**src/rtl/axi_stb_m.sv**
```systemverilog
// axi_stb_m - burst-store master.
//
// Accepts a store command (source address on the UR side, destination
// address, beat count). For each beat it reads one 128-bit word through the
// AXI read master port, then writes that word to the destination through the
// AXI write master port. Only one beat is in flight at a time. Completion,
// including an abort on an error response, is signalled by a one-cycle done
// pulse with done_err qualifying it.
//
// Ports
//   aclk, aresetn        clock, asynchronous active-low reset
//   cmd_valid/cmd_ready  command handshake (cmd_ready only while idle)
//   cmd_src_addr         UR-side byte start address (+SRC_STRIDE per beat)
//   cmd_dst_addr         destination byte start address (+DST_STRIDE per beat)
//   cmd_len              beat count (0 = complete immediately, no traffic)
//   busy                 a command is in progress
//   done, done_err       one-cycle completion pulse, error qualifier
//   m_ar*/m_r*           AXI read address / read data channels
//   m_aw*/m_w*/m_b*      AXI write address / write data / write response
module axi_stb_m #(
  parameter int unsigned SRC_STRIDE = 4,
  parameter int unsigned DST_STRIDE = 16,
  parameter int unsigned LEN_W      = 8
) (
  input  logic             aclk,
  input  logic             aresetn,
  input  logic             cmd_valid,
  output logic             cmd_ready,
  input  logic [31:0]      cmd_src_addr,
  input  logic [31:0]      cmd_dst_addr,
  input  logic [LEN_W-1:0] cmd_len,
  output logic             busy,
  output logic             done,
  output logic             done_err,
  output logic [31:0]      m_araddr,
  output logic             m_arvalid,
  input  logic             m_arready,
  input  logic [127:0]     m_rdata,
  input  logic [1:0]       m_rresp,
  input  logic             m_rvalid,
  output logic             m_rready,
  output logic [31:0]      m_awaddr,
  output logic             m_awvalid,
  input  logic             m_awready,
  output logic [127:0]     m_wdata,
  output logic [15:0]      m_wstrb,
  output logic             m_wvalid,
  input  logic             m_wready,
  input  logic [1:0]       m_bresp,
  input  logic             m_bvalid,
  output logic             m_bready
);

  typedef enum logic [2:0] {
    S_IDLE,
    S_RD_ADDR,
    S_RD_DATA,
    S_WR,
    S_WR_RESP,
    S_DONE
  } state_t;

  state_t           r_state;
  state_t           w_next;

  logic [31:0]      r_araddr;
  logic [31:0]      r_awaddr;
  logic [127:0]     r_wdata;
  logic [LEN_W-1:0] r_len;
  logic [LEN_W-1:0] r_beat;
  logic             r_aw_done;
  logic             r_w_done;
  logic             r_err;
  logic             r_done;
  logic             r_done_err;

  logic [LEN_W-1:0] w_beat_inc;
  logic             w_accept;
  logic             w_aw_hs;
  logic             w_w_hs;
  logic             w_wr_fin;
  logic             w_r_hs;
  logic             w_b_hs;

  assign w_beat_inc = r_beat + LEN_W'(1);
  assign w_accept   = (r_state == S_IDLE) && cmd_valid;
  assign w_aw_hs    = (r_state == S_WR) && !r_aw_done && m_awready;
  assign w_w_hs     = (r_state == S_WR) && !r_w_done && m_wready;
  // Both write channels finished: either earlier or on this very edge.
  assign w_wr_fin   = (r_aw_done || w_aw_hs) && (r_w_done || w_w_hs);
  assign w_r_hs     = (r_state == S_RD_DATA) && m_rvalid;
  assign w_b_hs     = (r_state == S_WR_RESP) && m_bvalid;

  assign m_araddr = r_araddr;
  assign m_awaddr = r_awaddr;
  assign m_wdata  = r_wdata;
  assign m_wstrb  = '1;
  assign done     = r_done;
  assign done_err = r_done_err;

  always_ff @(posedge aclk or negedge aresetn) begin
    if (!aresetn) begin
      r_state <= S_IDLE;
    end else begin
      r_state <= w_next;
    end
  end

  // Valids/readies decode straight from the state register so an
  // asynchronous reset removes them in the same instant.
  always_comb begin
    w_next    = r_state;
    cmd_ready = 1'b0;
    busy      = 1'b1;
    m_arvalid = 1'b0;
    m_rready  = 1'b0;
    m_awvalid = 1'b0;
    m_wvalid  = 1'b0;
    m_bready  = 1'b0;
    case (r_state)
      S_IDLE: begin
        cmd_ready = 1'b1;
        busy      = 1'b0;
        if (cmd_valid) begin
          w_next = (cmd_len == '0) ? S_DONE : S_RD_ADDR;
        end
      end
      S_RD_ADDR: begin
        m_arvalid = 1'b1;
        if (m_arready) begin
          w_next = S_RD_DATA;
        end
      end
      S_RD_DATA: begin
        m_rready = 1'b1;
        if (m_rvalid) begin
          w_next = (m_rresp != 2'b00) ? S_DONE : S_WR;
        end
      end
      S_WR: begin
        m_awvalid = !r_aw_done;
        m_wvalid  = !r_w_done;
        if (w_wr_fin) begin
          w_next = S_WR_RESP;
        end
      end
      S_WR_RESP: begin
        m_bready = 1'b1;
        if (m_bvalid) begin
          if (m_bresp != 2'b00 || w_beat_inc == r_len) begin
            w_next = S_DONE;
          end else begin
            w_next = S_RD_ADDR;
          end
        end
      end
      S_DONE: begin
        w_next = S_IDLE;
      end
      default: begin
        w_next = S_IDLE;
      end
    endcase
  end

  // Addresses are kept as running sums (stride added per completed beat)
  // rather than start + beat*stride; the result is identical modulo 2^32.
  always_ff @(posedge aclk or negedge aresetn) begin
    if (!aresetn) begin
      r_araddr   <= '0;
      r_awaddr   <= '0;
      r_wdata    <= '0;
      r_len      <= '0;
      r_beat     <= '0;
      r_aw_done  <= 1'b0;
      r_w_done   <= 1'b0;
      r_err      <= 1'b0;
      r_done     <= 1'b0;
      r_done_err <= 1'b0;
    end else begin
      // done is registered off the DONE state, so it appears the cycle
      // after DONE (two cycles after accepting a zero-length command).
      r_done     <= (r_state == S_DONE);
      r_done_err <= (r_state == S_DONE) && r_err;

      if (w_accept) begin
        r_araddr <= cmd_src_addr;
        r_awaddr <= cmd_dst_addr;
        r_len    <= cmd_len;
        r_beat   <= '0;
        r_err    <= 1'b0;
      end

      if (w_r_hs) begin
        r_wdata <= m_rdata;
        if (m_rresp != 2'b00) begin
          r_err <= 1'b1;
        end
      end

      if (r_state == S_WR) begin
        if (w_wr_fin) begin
          r_aw_done <= 1'b0;
          r_w_done  <= 1'b0;
        end else begin
          r_aw_done <= r_aw_done || w_aw_hs;
          r_w_done  <= r_w_done || w_w_hs;
        end
      end

      if (w_b_hs) begin
        if (m_bresp != 2'b00) begin
          r_err <= 1'b1;
        end else begin
          r_beat   <= w_beat_inc;
          r_araddr <= r_araddr + 32'(SRC_STRIDE);
          r_awaddr <= r_awaddr + 32'(DST_STRIDE);
        end
      end

      if (r_state == S_DONE) begin
        r_err <= 1'b0;
      end
    end
  end

endmodule

```
**config.mk**
```make
export PLATFORM = sky130hd
export DESIGN_NAME = axi_stb_m
export DESIGN_NICKNAME = d
export VERILOG_FILES = /design/src/rtl/axi_stb_m.sv
export SDC_FILE = /design/constraint.sdc
export NUM_CORES = 1
export LEC_CHECK = 0
export ABC_AREA = 1
export BUFFER_PORTS_ARGS = -buffer_cell sky130_fd_sc_hd__buf_2
export CAP_MARGIN = 20
export CORE_MARGIN = 2
export CORE_UTILIZATION = 40
export CTS_CLUSTER_DIAMETER = 60
export DETAILED_ROUTE_END_ITERATION = 6
export GPL_TIMING_DRIVEN = 0
export HOLD_SLACK_MARGIN = 0.05
export PLACE_DENSITY_LB_ADDON = 0.15
export SLEW_MARGIN = 20
export SYNTH_ARGS = -nofsm -noshare
export SYNTH_HDL_FRONTEND = slang
export SYNTH_SLANG_ARGS = --single-unit
```
**constraint.sdc**
```tcl
create_clock -name aclk -period 2.6 [get_ports aclk]
set_clock_uncertainty 0.2 [all_clocks]
set_input_delay 0.13 -clock aclk [delete_from_list [all_inputs] [get_ports aclk]]
set_output_delay 0.13 -clock aclk [all_outputs]
set_load 0.1 [all_outputs]
```
== Yosys cells after proc, flatten, opt, wreduce, memory -nomap -nowiden ==
Index checks and enable logic that the tools add are counted.
W data, S select, Z words.
Cells by class
  add/sub/neg operators: 3
  equality and inequality tests: 11
  multiplexer cells: 33
  reductions and logical operators: 19
Operators by type and width (number)
  $mux W32: 6
  $add A32 B3 Y32 const B: 1
  $add A32 B5 Y32 const B: 1
  $mux W3: 8
  $mux W8: 3
  $mux W1: 15
  $pmux W3 S5: 1
  $ne A2 B2 Y1 const B: 5
  $logic_and A1 B1 Y1: 9
  $add A8 B1 Y8 const B: 1
  $eq A8 B8 Y1: 1
  $logic_not A8 Y1: 1
  $eq A3 B2 Y1 const B: 2
  $eq A3 B3 Y1 const B: 2
  $reduce_and A5 Y1: 1
  $reduce_bool A2 Y1: 2
  $eq A3 B1 Y1 const B: 1
  $logic_not A3 Y1: 1
  $logic_or A1 B1 Y1: 3
  $logic_not A1 Y1: 2
Word-level totals
  register bits after elaboration: 216
  input port bits: 212
  output and inout bits: 217
  logic and storage cells: 77

== Depth between registers and ports, before layout ==
  depth in word-level cells: 8
  gate-level depth with buffers: 15
  gate-level depth less buffers: 15

== Least setup slack after synthesis ==
OpenSTA, ideal clock, no wires.
  path type: register -> register
  from: register r_state[0]
  to: register r_state[1]
  library setup time: 0.094 ns
  data arrival time: 2.824 ns
  required time: 2.306 ns
  path slack: -0.518 ns
  stages on the path, launching flop included: 10
  path buffers: 0
  period minus slack after synthesis: 3.118 ns
  cells stage by stage: dfrtp_1 -> nor2_1 -> inv_2 -> nor2_2 -> inv_1 -> nor2_1 -> nor3_1 -> nand2_1 -> inv_1 -> a211oi_1
Between the ends
  longest elaborated chain between the ends: 7
  elaborated cells on any way between the ends: 19
  classes of those cells: 9 x eq/ne; 1 x mux; 9 x reduce/logical
Ends and longest elaborated chain
  start, declared: line 63  | state_t r_state;
  start signal, assigned: line 105  | r_state <= w_next;
  $eq A3 B2 Y1: line 87, 88, 120
  $logic_and A1 B1 Y1 (on tied branches) (2 in a row): line 87, 88
  $logic_or A1 B1 Y1: line 90  | assign w_wr_fin = (r_aw_done || w_aw_hs) && (r_w_done || w_w_hs);
  $logic_and A1 B1 Y1: line 90
  $ne A2 B2 Y1 (no source line)
  $reduce_and A5 Y1 (no source line)
Parallel ways exist; a longest one is shown, timed or not.
A chain may end at the register's enable or synchronous reset.

== Worst setup path in the final report ==
  from: register r_araddr[4] (netlist: m_araddr[4])
  to: register r_araddr[25] (netlist: m_araddr[25])
Between the ends
  longest elaborated chain between the ends: 3
Ends and longest elaborated chain
  start, declared: line 66  | logic [31:0] r_araddr;
  start signal, assigned: line 187  | r_araddr <= cmd_src_addr;
  start signal, assigned: line 216  | r_araddr <= r_araddr + 32'(SRC_STRIDE);
  $add A32 B3 Y32: line 216
  $mux W32: line 212  | if (m_bresp != 2'b00) begin
  $mux W32: line 211  | if (w_b_hs) begin
Every way passes these cells.

==> results.toml <==
[synthesis]
syn_inst = 1095
avgSynthCellArea_um2 = 9.69
synth_common_cells = "216 x dfrtp_1, 204 x nand2_1, 128 x inv_1, 128 x mux2_2, 61 x nor2_1"
synthMostInstantiatedCell = "dfrtp_1"
synthTopCellsByArea = "dfrtp_1 51%, mux2_2 14%, nand2_1 7.2%"
ys.flop_type = "dfrtp_1"
synth_enable_flop_cells = 0
synth_top_cell_by_area = "dfrtp_1"
yosys.cell_types.count = 45
yosys_warnings = 0
synth_area_mm2 = 0.0106
synth-async-reset-ratio = 1.00
synth_top_cell_area_share = 0.509
ys_seq_elements = 216
yosysSeqAreaShare = 0.509

[die]
fp.dieH_um = 167
rows = 59
io_pins = 429
dieArea_mm2 = 0.0279
initial_core_util = 0.407
die_w_um = 167
core_area_mm2 = 0.0261

[critical_path]
cp_data_required_time_ns = 2.83
end_kind = "flip-flop"
path_cells = "nand3_1 > inv_1 > nand2_1 > inv_1 > nand4_1 > xor2_1 > a21boi_0 > o21ai_0 > dlygate4sd3_1"
path_delay_family = "buffers and inverters"
crit_slowest_cell = "dlygate4sd3_1"
crit_fanout = 5
cp-start-kind = "flip-flop"
slowest_delay_ns = 0.55
cpMostUsedCell = "inv_1"
crit_arrival_ns = 2.72
criticalPathCategory = "reg2reg"
crit_buf_inv = 3

[cts]
clk_latency_ns = 0.55
cts.reportedPaths.clkPinSlew_ns = 0.06
cts_tree = "yes"
root_buffer = "clkbuf_16"
clk_path_buf_depth = 3
cts.sinks = 216
htreeDepth = 1
cts_buffers = 27

[worst_hold_path]
min_path_type = "in2reg"

[routing]
vias_per_cell = 4.93
final_antenna_net_count = 0
drc_errors = 0
routed_wl_mm = 38.9
wl_per_cell_um = 18.2
vias = 10500
dr.pass1.iters = 5
detail_route.iter0.violations = 686

[sta]
whs_ns = 0.118
slew_viol_final = 0
worst_pin_slew_ns = 0.652
setup_viol = 0
final_hold_viol_count = 0
period_needed_ns = 2.50
min_period_over_period = 0.961
relSlewSlack = 0.565
fmax_ghz = 0.400

[status]
status = "complete, no violations"

[placement]
dp_hpwl_mm = 27.1
dp_cells = 1859
gp_congestion = 0.883
io_buffers = 412

[global_route]
overflow = 0
grt_pass1_vias = 10900
grt_pass1_wl_mm = 60.5
grt_max_degree = 91
antenna_found_initial = 2
grtUsageTotal = 0.275

[layout]
nets = 2003
syn_to_final_growth_pct = 54.6
layout.cells.non_filler = 2136
drive_gt1_frac = 0.377
utilization = 0.630

[job]
max_cap_viol_count = 0
==> registers in the layout, indices dropped and copies added (netlist names) <==
signal and count:
done_err 1, m_araddr 32, r_aw_done 1, r_w_done 1, done 1, r_len 8, r_beat 8, r_err 1
r_state 3, m_awaddr 32, m_wdata 128
==> final timing paths <==
path | start | end | slack [ns] | cells after the start
max | m_araddr[4]$_DFF_PN0_ | m_araddr[25]$_DFF_PN0_ | 0.10 | 9
min | m_bresp[1] | m_awaddr[31]$_DFF_PN0_ | 0.12 | 7
max reg2reg | m_araddr[4]$_DFF_PN0_ | m_araddr[25]$_DFF_PN0_ | 0.10 | 9
min reg2reg | m_araddr[0]$_DFFE_PN0P_ | m_araddr[0]$_DFFE_PN0P_ | 0.27 | 2
max in group asynchronous | aresetn | m_wdata[39]$_DFFE_PN0P_ | 1.23 | 4
min in group asynchronous | aresetn | m_araddr[19]$_DFF_PN0_ | 0.52 | 4
==> layout by cell type, fill, tap and decap left out, drive strengths merged, types with 10 or more instances in the layout <==
cell	Yosys	layout
nand3	56	56
xor2	14	14
nand4	13	13
nor2	75	75
o221ai	14	14
dlygate4sd3	0	233
o21ai	55	55
buf	49	464
inv	137	139
nand2	210	210
clkbuf	4	41
dfrtp	216	216
o22ai	10	10
mux2	128	128
conb	1	16
a21oi	44	44
nor3	20	20
==> layer usage <==
metal  part of all wire  global-route usage
met2               0.50               0.478
met1               0.39               0.330
met4              0.045               0.115
met3              0.065              0.0577
met5                  0                   0
==> cells by family after synthesis <==
| kind of cell | Yosys count | synth area share |
|---|---|---|
| multiplexers | 128 | 0.136 |
| other | 1 | 0.000353 |
| XOR/XNOR | 16 | 0.0132 |
| buffers and inverters | 190 | 0.0850 |
| AND/OR/NAND/NOR | 390 | 0.168 |
| AO/OA/AOI/OAI | 151 | 0.0849 |
| flip-flops | 216 | 0.509 |
| adder cells (fa/ha/maj) | 3 | 0.00354 |
==> stage by stage <==
step                      setup slack [ns]  cell area, um2  setup TNS (ns)
after floorplan                    -0.0148           10700         -0.0176
after CTS                            0.111           16300               0
after global placement               -3.28           13200         -610.81
final                                0.102           16400               0
after global routing               -0.0141           16400         -0.0271
after detailed placement             0.404           13200               0
==> repair_timing <==
action | in CTS | in global routing
setup buffers | 0 | 1
hold buffers | 234 | 0
gates resized for setup | 0 | 16
hold endpoints to repair | 422 | 0
setup endpoints to repair | 0 | 4
==> layout make-up <==
class | count | area (um2)
fill | 2111 | 9650
inverter | 137 | 514
buffer | 53 | 394
sequential | 216 | 5410
antenna | 2 | 5.00
multi-input combinational | 704 | 4400
clock buffer | 36 | 729
clock inverter | 4 | 42.5
tap | 335 | 419
timing repair buffer | 649 | 4490
==> worst reg2reg max path: cells and delay by family (launching register included) <==
kind / cells / cell delay, ns
buffers and inverters: 3 / 0.86
AND/OR/NAND/NOR: 3 / 0.49
XOR/XNOR: 1 / 0.19
flip-flops: 1 / 0.42
AO/OA/AOI/OAI: 2 / 0.23
Power is not shown: default switching activity piles up to over one toggle a cycle in this logic, so the estimate is an artifact.
